[config.mk]
export PLATFORM = sky130hd
export DESIGN_NAME = ps2_keycode
export DESIGN_NICKNAME = d
export VERILOG_FILES = /design/src/rtl/ps2_keycode.sv
export SDC_FILE = /design/constraint.sdc
export NUM_CORES = 1
export LEC_CHECK = 0
export ABC_AREA = 1
export CAP_MARGIN = 20
export CORE_MARGIN = 5
export CORE_UTILIZATION = 25
export DETAILED_ROUTE_END_ITERATION = 8
export GPL_ROUTABILITY_DRIVEN = 1
export PLACE_DENSITY = 0.37
export SETUP_SLACK_MARGIN = 0.05
export SYNTH_ARGS = -nofsm -noshare
export SYNTH_HDL_FRONTEND = slang
export SYNTH_SLANG_ARGS = --single-unit
[constraint.sdc]
create_clock -name Clk -period 1.71 [get_ports Clk]
set_input_delay 0.4275 -clock Clk [delete_from_list [all_inputs] [get_ports Clk]]
set_output_delay 0.4275 -clock Clk [all_outputs]
set_load 0.03 [all_outputs]
[src/rtl/ps2_keycode.sv]
// PS/2 keyboard receiver: frames 11-bit PS/2 bytes and tracks the currently held key,
// handling E0 (extended) and F0 (break) prefixes.
module ps2_keycode #(
  parameter int unsigned TIMEOUT_CYCLES = 50000
) (
  input  logic       Clk,
  input  logic       Reset,
  input  logic       ps2_clk,
  input  logic       ps2_data,
  output logic [7:0] keycode,
  output logic       extended,
  output logic       byte_valid,
  output logic       frame_err
);

  localparam int unsigned TW = $clog2(TIMEOUT_CYCLES + 1);

  localparam logic [1:0] IDLE   = 2'd0;
  localparam logic [1:0] DATA   = 2'd1;
  localparam logic [1:0] PARITY = 2'd2;
  localparam logic [1:0] STOP   = 2'd3;

  logic [1:0]    state, state_nxt;
  logic [7:0]    shift, shift_nxt;
  logic [2:0]    bit_cnt, bit_cnt_nxt;
  logic          par_bit, par_bit_nxt;
  logic [TW-1:0] tmo_cnt;
  logic          ext_pending, brk_pending;

  logic clk_s1, clk_s2, clk_prev;
  logic data_s1, data_s2;
  logic fall_c, accept_c, err_c, timeout_c;

  // Two-flop synchronisers, preset to the idle-high bus level
  always_ff @(posedge Clk or negedge Reset) begin
    if (!Reset) begin
      clk_s1   <= 1'b1;
      clk_s2   <= 1'b1;
      clk_prev <= 1'b1;
      data_s1  <= 1'b1;
      data_s2  <= 1'b1;
    end else begin
      clk_s1   <= ps2_clk;
      clk_s2   <= clk_s1;
      clk_prev <= clk_s2;
      data_s1  <= ps2_data;
      data_s2  <= data_s1;
    end
  end

  assign fall_c    = clk_prev & ~clk_s2;
  assign timeout_c = (state != IDLE) && !fall_c && (tmo_cnt == TW'(TIMEOUT_CYCLES));

  // Frame sequencing; a timeout overrides whatever the frame logic decided
  always_comb begin
    state_nxt   = state;
    shift_nxt   = shift;
    bit_cnt_nxt = bit_cnt;
    par_bit_nxt = par_bit;
    accept_c    = 1'b0;
    err_c       = 1'b0;
    case (state)
      IDLE: if (fall_c && !data_s2) begin
        state_nxt   = DATA;
        bit_cnt_nxt = 3'd0;
      end
      DATA: if (fall_c) begin
        shift_nxt   = {data_s2, shift[7:1]};
        bit_cnt_nxt = bit_cnt + 3'd1;
        if (bit_cnt == 3'd7) state_nxt = PARITY;
      end
      PARITY: if (fall_c) begin
        par_bit_nxt = data_s2;
        state_nxt   = STOP;
      end
      default: if (fall_c) begin
        state_nxt = IDLE;
        if (data_s2 && ((^shift) ^ par_bit)) accept_c = 1'b1;
        else                                 err_c    = 1'b1;
      end
    endcase
    if (timeout_c) begin
      state_nxt = IDLE;
      accept_c  = 1'b0;
      err_c     = 1'b1;
    end
  end

  always_ff @(posedge Clk or negedge Reset) begin
    if (!Reset) begin
      state   <= IDLE;
      shift   <= 8'h00;
      bit_cnt <= 3'd0;
      par_bit <= 1'b0;
      tmo_cnt <= '0;
    end else begin
      state   <= state_nxt;
      shift   <= shift_nxt;
      bit_cnt <= bit_cnt_nxt;
      par_bit <= par_bit_nxt;
      if (state == IDLE || fall_c)           tmo_cnt <= '0;
      else if (tmo_cnt != TW'(TIMEOUT_CYCLES)) tmo_cnt <= tmo_cnt + TW'(1);
    end
  end

  // Scan-code decode of accepted bytes
  always_ff @(posedge Clk or negedge Reset) begin
    if (!Reset) begin
      keycode     <= 8'h00;
      extended    <= 1'b0;
      byte_valid  <= 1'b0;
      frame_err   <= 1'b0;
      ext_pending <= 1'b0;
      brk_pending <= 1'b0;
    end else begin
      byte_valid <= accept_c;
      frame_err  <= err_c;
      if (err_c) begin
        ext_pending <= 1'b0;
        brk_pending <= 1'b0;
      end else if (accept_c) begin
        if (shift == 8'hE0) begin
          ext_pending <= 1'b1;
        end else if (shift == 8'hF0) begin
          brk_pending <= 1'b1;
        end else begin
          if (!brk_pending) begin
            keycode  <= shift;
            extended <= ext_pending;
          end else if (shift == keycode && ext_pending == extended) begin
            keycode  <= 8'h00;
            extended <= 1'b0;
          end
          ext_pending <= 1'b0;
          brk_pending <= 1'b0;
        end
      end
    end
  end

endmodule

==> key figures, run 1 <==
Outcome
  – Outcome: finished with violations
  – Violated checks: setup timing

Synth
  – Synthesized Nets: 326
  – Seq/Total Area, Yosys: 0.454
  – Yosys cell types: 31
  – Yosys warning total: 0
  – Yosys reg bits: 48
  – Post-Syn Instances: 309
  – Avg Inst Size Synth: around 8.6 um2
  – Mapped Area: 2660 um2

Setup path
  – CP required: 1950 ps
  – WP data arrival: 2090 ps
  – Slowest cell delay on critical path: 350 ps
  – Crit path cell chain: inv_1 > ha_1 > xor2_2 > inv_1 > nand2_2 > nand2_2 > buf_4 > nand3_4 > nor2_8 > buf_4 > nand3_2 > nand2_1
  – WS Path Type: flip-flop to flip-flop
  – Crit start category: flip-flop
  – Worst Path Max Fanout: 4
  – Critical path capture point type: flip-flop
  – Slowest CP cell: dfrtp_1

GRT
  – Vias in the first global route: 2031
  – Met1 global-route usage: 0.144
  – First-pass GRT wire length: 10200 um
  – Global routing's busiest layer: met2
  – Initial antenna violation count: 0
  – Met3 usage in global routing: 0.0214
  – GRT Overall Usage: 0.100
  – Pin count of the biggest net entering global routing: 49
  – Grt met2 use: 0.147
  – Overflow after GRT: 0

Timing
  – Worst slew pin tran: ~320 ps
  – Clock skew: 9.57 ps
  – Final period util: 1.08
  – Relative slew slack: 0.788
  – Fin Setup TNS: -1280 ps
  – Maximum clock frequency: about 0.54 GHz
  – # setup viols final: 11
  – Final Critical Period: 1850 ps
  – Final worst setup slack: -136 ps
  – Fin. Hold Viols: 0
  – Unrepaired setup endpoints after global routing: yes
  – Final slew viol count: 0

Layout
  – FILL cells: 1144
  – Fin cells: 499
  – Cell area after layout: 3410 um2
  – Footprint of the multi-input gates: ~1300 um2
  – Fraction of layout cells with a size suffix above 1: 0.284
  – Register area: between 1000 and 1500 um2
  – # nets final: about 380
  – Area delta synth->final: 28.2%
  – Commonest cells after routing, fill and taps aside: nand2_1, dfrtp_1, inv_1
  – N_diodes: 0
  – Most common cell after layout, fill and taps aside: nand2_1

Place
  – Hpwl dp: 4630 um
  – Placed Instances: a little under 500
  – Port-buffer cells: 14
  – GPL Wtd Cong: 0.760
  – Placed cell area: 3200 um2

Power and ir drop
  – VDD IR-drop max: 0.463 mV
  – Total power: 4390 uW
  – LEAKAGE: 0.00168 uW
  – PD cells: 1290 nW/um2

Hold path
  – Hold WC Path Type: input port to asynchronous set/reset pin

Drt
  – Post-route ant nets: 0
  – Vias/cell: 4.17
  – Via count: 2080
  – Pre-antenna DRT Iters: 4
  – Drt drc: 0
  – Wire per inst: 12.3 um
  – Final WL: 6150 um
  – Initial DRC Count: 97

Floorplan
  – DIE AREA: 12800 um2
  – Row cnt: 37
  – IO Pins: 15
  – Die X: 113 um
  – Core box area: 10400 um2
  – Initial core utilization: 0.256
  – Die height: 113 um

Clock tree
  – TritonCTS clock tree: built
  – Clk sinks: 48
  – H-tree Lvls: 2
  – Num CTS Buffers: 5
  – Root Buffer: clkbuf_8
  – CTS max path bufs: 2
  – Clock latency on the worst-skew pair: just over 300 ps
  – Clock transition at path regs: 100 ps

Run
  – Max-capacitance violation count: 0
-- cell type report --
cell class / count / share of cell area
Timing Repair Buffer: 49 / 0.122
Sequential cell: 48 / 0.354
Inverter: 46 / 0.0514
Clock buffer: 7 / 0.0253
Clock inverter: 1 / 0.00220
Multi-Input combinational cell: 212 / 0.395
Tap cell: 136 / 0.0499
-- registers in the layout (all words and copies together) (netlist names) --
signal       cells
bit_cnt          3
brk_pending      1
byte_valid       1
clk_prev         1
clk_s1           1
clk_s2           1
data_s1          1
data_s2          1
ext_pending      1
extended         1
frame_err        1
keycode          8
par_bit          1
shift            8
state            2
tmo_cnt         16
-- report_power, final --
group	leakage, uW	total [uW]	switching (uW)	internal [uW]
sequential	0.000638	1480	143	1340
combinational	0.000997	2190	1230	953
clock	0.0000445	727	398	330
total	0.00168	4390	1770	2620
-- metal layers --
layer / share of wire / up-vias
met4: 0.014 / 0
met5: 0 / -
met2: 0.42 / 25
li1: - / 1090
met1: 0.53 / 958
met3: 0.035 / 7
-- synth_stat cells, drive strengths merged --
library cell / instances / area [um2]
nor4: 2 / 18.8
o31ai: 1 / 7.51
dfstp: 5 / 131
xnor2: 7 / 61.3
dfrtp: 43 / 1080
nand2: 76 / 320
inv: 46 / 173
a21oi: 11 / 55.1
nor3: 8 / 50.1
nand4: 6 / 37.5
o21ai: 18 / 90.1
clkbuf: 2 / 7.51
a31oi: 1 / 6.26
ha: 13 / 163
buf: 2 / 25.0
xor2: 6 / 52.6
nor2: 34 / 170
o221a: 1 / 11.3
a22o: 2 / 17.5
nand3: 25 / 185
-- per-stage QoR --
stage | utilization | hold slack [ps] | setup WS [ps]
6_report | 0.329 | 88.7 | -136
4_1_cts | 0.321 | 98.0 | -128
3_5_place_dp | 0.309 | 348 | -136
5_1_grt | 0.329 | 97.8 | -259
2_1_floorplan | - | 132 | -12.8
3_3_place_gp | 0.309 | 346 | -119
-- cell families (layout without fill, tap and decap cells) --
| family | Yosys count | count (layout) | synth area share |
|---|---|---|---|
| AO/OA/AOI/OAI | 34 | 34 | 0.0706 |
| XOR/XNOR | 13 | 13 | 0.0428 |
| adder cells (fa/ha/maj) | 13 | 13 | 0.0612 |
| buffers and inverters | 50 | 103 | 0.0772 |
| flip-flops | 48 | 48 | 0.454 |
| AND/OR/NAND/NOR | 151 | 152 | 0.294 |
-- final timing paths --
path / start / to / slack, ps / depth (start not counted)
min: Reset / tmo_cnt[8] / 90 / 2
min in group Clk: clk_s1 / clk_s2 / 360 / 0
max reg2reg: shift[2] / keycode[6] / -140 / 12
max in group asynchronous: Reset / data_s2 / 1330 / 2
min reg2reg: clk_s1 / clk_s2 / 360 / 0
max: shift[2] / keycode[6] / -140 / 12
-- critical path: cells and delay by family, from the launching register on --
kind	cells	cell delay, ps
flip-flops	1	350
buffers and inverters	4	410
XOR/XNOR	1	200
adder cells (fa/ha/maj)	1	330
AND/OR/NAND/NOR	6	510
-- what timing repair did --
| item | 4_1_cts | 5_1_grt |
|---|---|---|
| setup buffers | 2 | 2 |
| pin swaps | 1 | 2 |
| hold endpoints to repair | 0 | 0 |
| resized for setup | 16 | 21 |
| hold buffers | 0 | 0 |
| gates cloned | 1 | 0 |
| endpoints found under the setup margin | 23 | 19 |
Power figures use the tool's default switching activity.
==> run 2, diff against run 1 <==
CTS_BUF_LIST = sky130_fd_sc_hd__clkbuf_8   (was default)
==> key figures, run 2 (synthesis gave the netlist of run 1 again) <==
Timing
  – Clock skew: 9.57 ps
  – Relative slew slack: 0.788
  – Final worst setup slack: -137 ps
  – # setup viols final: 11
  – Final Critical Period: about 1800 ps
  – Fin Setup TNS: -1290 ps
  – Worst slew pin tran: 319 ps
  – Fin. Hold Viols: 0
  – Final period util: 1.08
  – Maximum clock frequency: 0.541 GHz
  – Unrepaired setup endpoints after global routing: yes
  – Final slew viol count: 0

Power and ir drop
  – Seq pwr share: 0.337
  – Sw Ratio: 0.405
  – Total power: roughly 4400 uW
  – LEAKAGE: between 0.0015 and 0.002 uW
  – PD cells: 1290 nW/um2
  – VDD IR-drop max: around 0.46 mV
  – NetSw: 1780 uW
  – Gate power share: 0.498
  – Clock share of power: 0.165
  – P_int: 2610 uW

Drt
  – Pre-antenna DRT Iters: 4
  – Initial DRC Count: 97
  – Post-route ant nets: 0
  – Wire per inst: about 12 um
  – Final WL: 6150 um
  – Vias/cell: ~4.2
  – Via count: 2080
  – Drt drc: 0

Setup path
  – CP required: 1950 ps
  – Crit start category: flip-flop
  – WP data arrival: 2090 ps
  – WS Path Type: flip-flop to flip-flop
  – Critical path capture point type: flip-flop
  – Reg-to-reg setup timing slack: -140 ps
  – Worst Path Max Fanout: 4

Clock tree
  – Clock latency on the worst-skew pair: 310 ps
  – H-tree Lvls: 2
  – CTS max path bufs: 2
  – Clk sinks: 48
  – Root Buffer: clkbuf_8
  – TritonCTS clock tree: built
  – Clock transition at path regs: 100 ps
  – Num CTS Buffers: 5
  – Hold buffers post-CTS: 0

GRT
  – Overflow after GRT: 0
  – Vias in the first global route: 2031
  – Pin count of the biggest net entering global routing: between 40 and 50
  – Initial antenna violation count: 0
  – First-pass GRT wire length: just over 10000 um
  – GRT Overall Usage: 0.100

Floorplan
  – IO Pins: 15
  – Initial core utilization: 0.256
  – Core box area: 10400 um2
  – Die X: 113 um
  – DIE AREA: 12800 um2
  – Row cnt: 37
  – Die height: 113 um

Layout
  – Area delta synth->final: 28.2%
  – Largest registers: tmo_cnt: 16 flops, keycode: 8 flops, shift: 8 flops
  – # nets final: 379
  – Commonest cells after routing, fill and taps aside: nand2_1, dfrtp_1, inv_1
  – Top reg by flops: tmo_cnt
  – Final core utilization: 0.329
  – Cell area after layout: 3410 um2
  – Fraction of layout cells with a size suffix above 1: 0.284
  – Most common cell after layout, fill and taps aside: nand2_1
  – N_diodes: 0
  – Largest register FFs: 16

Place
  – GPL Wtd Cong: 0.760
  – Placed cell area: ~3200 um2
  – Port-buffer cells: 14
  – Hpwl dp: around 4600 um

Run
  – Max-capacitance violation count: 0

Outcome
  – Violated checks: setup timing
  – Outcome: finished with violations

Hold path
  – Hold WC Path Type: input port to asynchronous set/reset pin
-- run 2: cell types whose count changed in the layout (fill, tap and decap cells not counted), sizes merged --
cell | previous run | this run
clkbuf | 7 | 6
inv | 46 | 47
-- run 2: final timing paths --
path                       startpoint    endpoint  cells past startpoint
setup / recovery             shift[2]  keycode[6]                     12
hold / removal                  Reset  tmo_cnt[8]                      2
setup reg to reg             shift[2]  keycode[6]                     12
hold reg to reg                clk_s1      clk_s2                      0
max in group asynchronous       Reset     data_s2                      2
min in group Clk               clk_s1      clk_s2                      0
-- run 2: what timing repair did --
item,4_1_cts,5_1_grt
resized for setup,16,21
buffers inserted,2,2
pin swaps,1,2
cloned,1,0
endpoints found under the setup margin,23,19
-- run 2: final cells by class --
type | count | area [um2]
clock buffers | 6 | 82.6
clock inverters | 2 | 11.3
fillers | 1144 | 6960
inverters | 46 | 175
multi-input cells | 212 | 1350
flip-flops and latches | 48 | 1210
well taps | 136 | 170
repair buffers | 49 | 417
-- run 2: stage by stage --
step	hold WS (ps)	setup slack (ps)	instances
after floorplan	132	-12.8	309
after global placement	346	-119	487
after detailed placement	348	-136	487
after CTS	98.0	-129	498
after global routing	97.8	-259	499
final	88.7	-137	499
-- run 2: power groups by stage --
stage                     Sequential, uW  Clock, uW  Combinational, uW
after floorplan                     1580          0               1170
after global placement              1490          0               2050
after detailed placement            1490          0               2040
after CTS                           1470        765               2060
after global routing                1510        816               2470
final                               1480        722               2190
-- run 2: routing by layer --
| metal | up-vias | GRT usage | wire, um | share of wire |
|---|---|---|---|---|
| li1 | 1090 | - | - | - |
| met1 | 958 | 0.144 | 3280 | 0.53 |
| met2 | 25 | 0.147 | 2570 | 0.42 |
| met3 | 7 | 0.0214 | 216 | 0.035 |
| met4 | 0 | 0.0337 | 88 | 0.014 |
| met5 | - | 0 | 0 | 0 |
-- run 2: critical path, stage by stage, from the launching register on --
cell and delay (ps):
dfrtp_1 350, inv_1 60, ha_1 330, xor2_2 200, inv_1 80, nand2_2 60, nand2_2 70, buf_4 110
nand3_4 100, nor2_8 150, buf_4 160, nand3_2 70, nand2_1 60
==> run 3, diff against run 2 <==
HOLD_SLACK_MARGIN = 0.15   (was default)
==> key figures, run 3 (synthesis gave the netlist of run 1 again) <==
Layout
  – N_diodes: 0
  – Footprint of the multi-input gates: 1350 um2
  – # nets final: 380
  – Fraction of layout cells with a size suffix above 1: 0.283
  – Register area: ~1200 um2
  – Largest registers: tmo_cnt: 16 flops, keycode: 8 flops, shift: 8 flops
  – Final core utilization: 0.330
  – Most common cell after layout, fill and taps aside: nand2_1
  – FILL cells: 1143
  – Area delta synth->final: 28.6%
  – Top reg by flops: tmo_cnt
  – Commonest cells after routing, fill and taps aside: nand2_1, dfrtp_1, inv_1
  – Largest register FFs: 16

Drt
  – Initial DRC Count: 96
  – Wire per inst: 12.3 um
  – Pre-antenna DRT Iters: 4
  – Final WL: 6160 um
  – Post-route ant nets: 0
  – Via count: approximately 2100
  – Drt drc: 0
  – Vias/cell: 4.16

Timing
  – Relative slew slack: 0.788
  – Unrepaired setup endpoints after global routing: yes
  – # setup viols final: 11
  – Final worst setup slack: -137 ps
  – Fin. Hold Viols: 0
  – Maximum clock frequency: 0.541 GHz
  – Final period util: 1.08
  – Final slew viol count: 0
  – Clock skew: roughly 9.5 ps
  – Worst slew pin tran: 319 ps
  – Final Critical Period: ~1800 ps

Setup path
  – CP required: 1950 ps
  – Worst Reg2Reg Path Length in Cells: 12
  – Reg-to-reg setup timing slack: -140 ps
  – Slowest CP cell: dfrtp_1
  – WP data arrival: 2090 ps
  – Crit path cell chain: inv_1 > ha_1 > xor2_2 > inv_1 > nand2_2 > nand2_2 > buf_4 > nand3_4 > nor2_8 > buf_4 > nand3_2 > nand2_1
  – Slowest cell delay on critical path: 350 ps
  – Worst R2R End: keycode[6]
  – Critical path capture point type: flip-flop
  – Crit start category: flip-flop
  – WS Path Type: flip-flop to flip-flop
  – RR Startpoint: shift[2]
  – Worst Path Max Fanout: 4

Clock tree
  – Clock transition at path regs: 90 ps
  – TritonCTS clock tree: built
  – Num CTS Buffers: 5
  – Clock latency on the worst-skew pair: 310 ps
  – Clk sinks: 48
  – Root Buffer: clkbuf_8
  – H-tree Lvls: 2
  – CTS max path bufs: 2

GRT
  – First-pass GRT wire length: 10200 um
  – Initial antenna violation count: 0
  – GRT Overall Usage: 0.100
  – Vias in the first global route: 2031
  – Overflow after GRT: 0
  – Pin count of the biggest net entering global routing: about 50

Floorplan
  – Die X: 113 um
  – Die height: 113 um
  – DIE AREA: 12800 um2
  – Initial core utilization: 0.256
  – IO Pins: 15
  – Core box area: 10400 um2
  – Row cnt: 37

Power and ir drop
  – Total power: between 4000 and 5000 uW
  – VDD IR-drop max: between 0.4 and 0.5 mV
  – Gate power share: 0.498
  – Seq pwr share: 0.337
  – Clock share of power: 0.164
  – Sw Ratio: 0.404
  – PD cells: 1280 nW/um2
  – LEAKAGE: 0.00169 uW
  – P_int: approximately 2600 uW
  – NetSw: 1780 uW

Place
  – Port-buffer cells: 14
  – GPL Wtd Cong: around 0.76
  – Hpwl dp: 4630 um

Hold path
  – Worst hold stages: 0
  – Hold WC Path Type: flip-flop to flip-flop
  – Worst hold path endpoint: clk_s2
  – Hold Crit Start: clk_s1

Outcome
  – Violated checks: setup timing
  – Outcome: finished with violations

Run
  – Max-capacitance violation count: 0
## run 3: cell type report
| class | instances | share of cell area |
|---|---|---|
| inverter | 46 | 0.0512 |
| timing repair buffer | 50 | 0.125 |
| tap | 136 | 0.0498 |
| clock inverter | 2 | 0.00329 |
| clock buffer | 6 | 0.0241 |
| sequential | 48 | 0.353 |
| multi-input combinational | 212 | 0.394 |
## run 3: critical path, delay by kind of cell, from the launching register on
kind,cells,cell delay (ps)
XOR/XNOR,1,200
adder cells (fa/ha/maj),1,330
buffers and inverters,4,410
AND/OR/NAND/NOR,6,510
flip-flops,1,350
## run 3: metal layers
layer,GRT usage,vias to the layer above,wire length [um]
met2,0.147,23,2570
met3,0.0209,7,206
met4,0.0337,0,88
met5,0,-,0
met1,0.145,958,3290
li1,-,1091,-
## run 3: worst max-delay path by stage
stage          slack (ps)    endpoint  cells after the start      from
2_1_floorplan         -10    extended                     15  shift[6]
3_3_place_gp         -120  keycode[2]                     16  shift[0]
3_5_place_dp         -140  keycode[3]                     16  shift[0]
4_1_cts              -130  keycode[5]                     15  shift[6]
5_1_grt              -260  keycode[5]                     13  shift[2]
6_report             -140  keycode[6]                     12  shift[2]
## run 3: power groups by stage
| stage | registers [uW] | logic, uW | clock network, uW |
|---|---|---|---|
| after floorplan | 1580 | 1170 | 0 |
| after global placement | 1490 | 2050 | 0 |
| after detailed placement | 1490 | 2040 | 0 |
| after CTS | 1470 | 2060 | 765 |
| after global routing | 1510 | 2470 | 816 |
| final | 1480 | 2190 | 722 |
## run 3: per-stage QoR
stage,worst slack [ps],setup TNS [ps],hold slack [ps],area (um2),std cells
final,-137,-1290,359,3420,500
after detailed placement,-136,-1260,348,3200,487
after global routing,-259,-2720,370,3420,500
after floorplan,-12.8,-115,132,2670,309
after CTS,-129,-1260,362,3340,499
after global placement,-119,-1100,346,3200,487
## run 3: what timing repair did
action                     in CTS  in global routing
setup endpoints to repair      23                 19
hold buffers                    1                  0
hold endpoints to repair       43                  0
buffers inserted                2                  2
gates resized for setup        16                 21
pin swaps                       1                  2
cloned                          1                  0
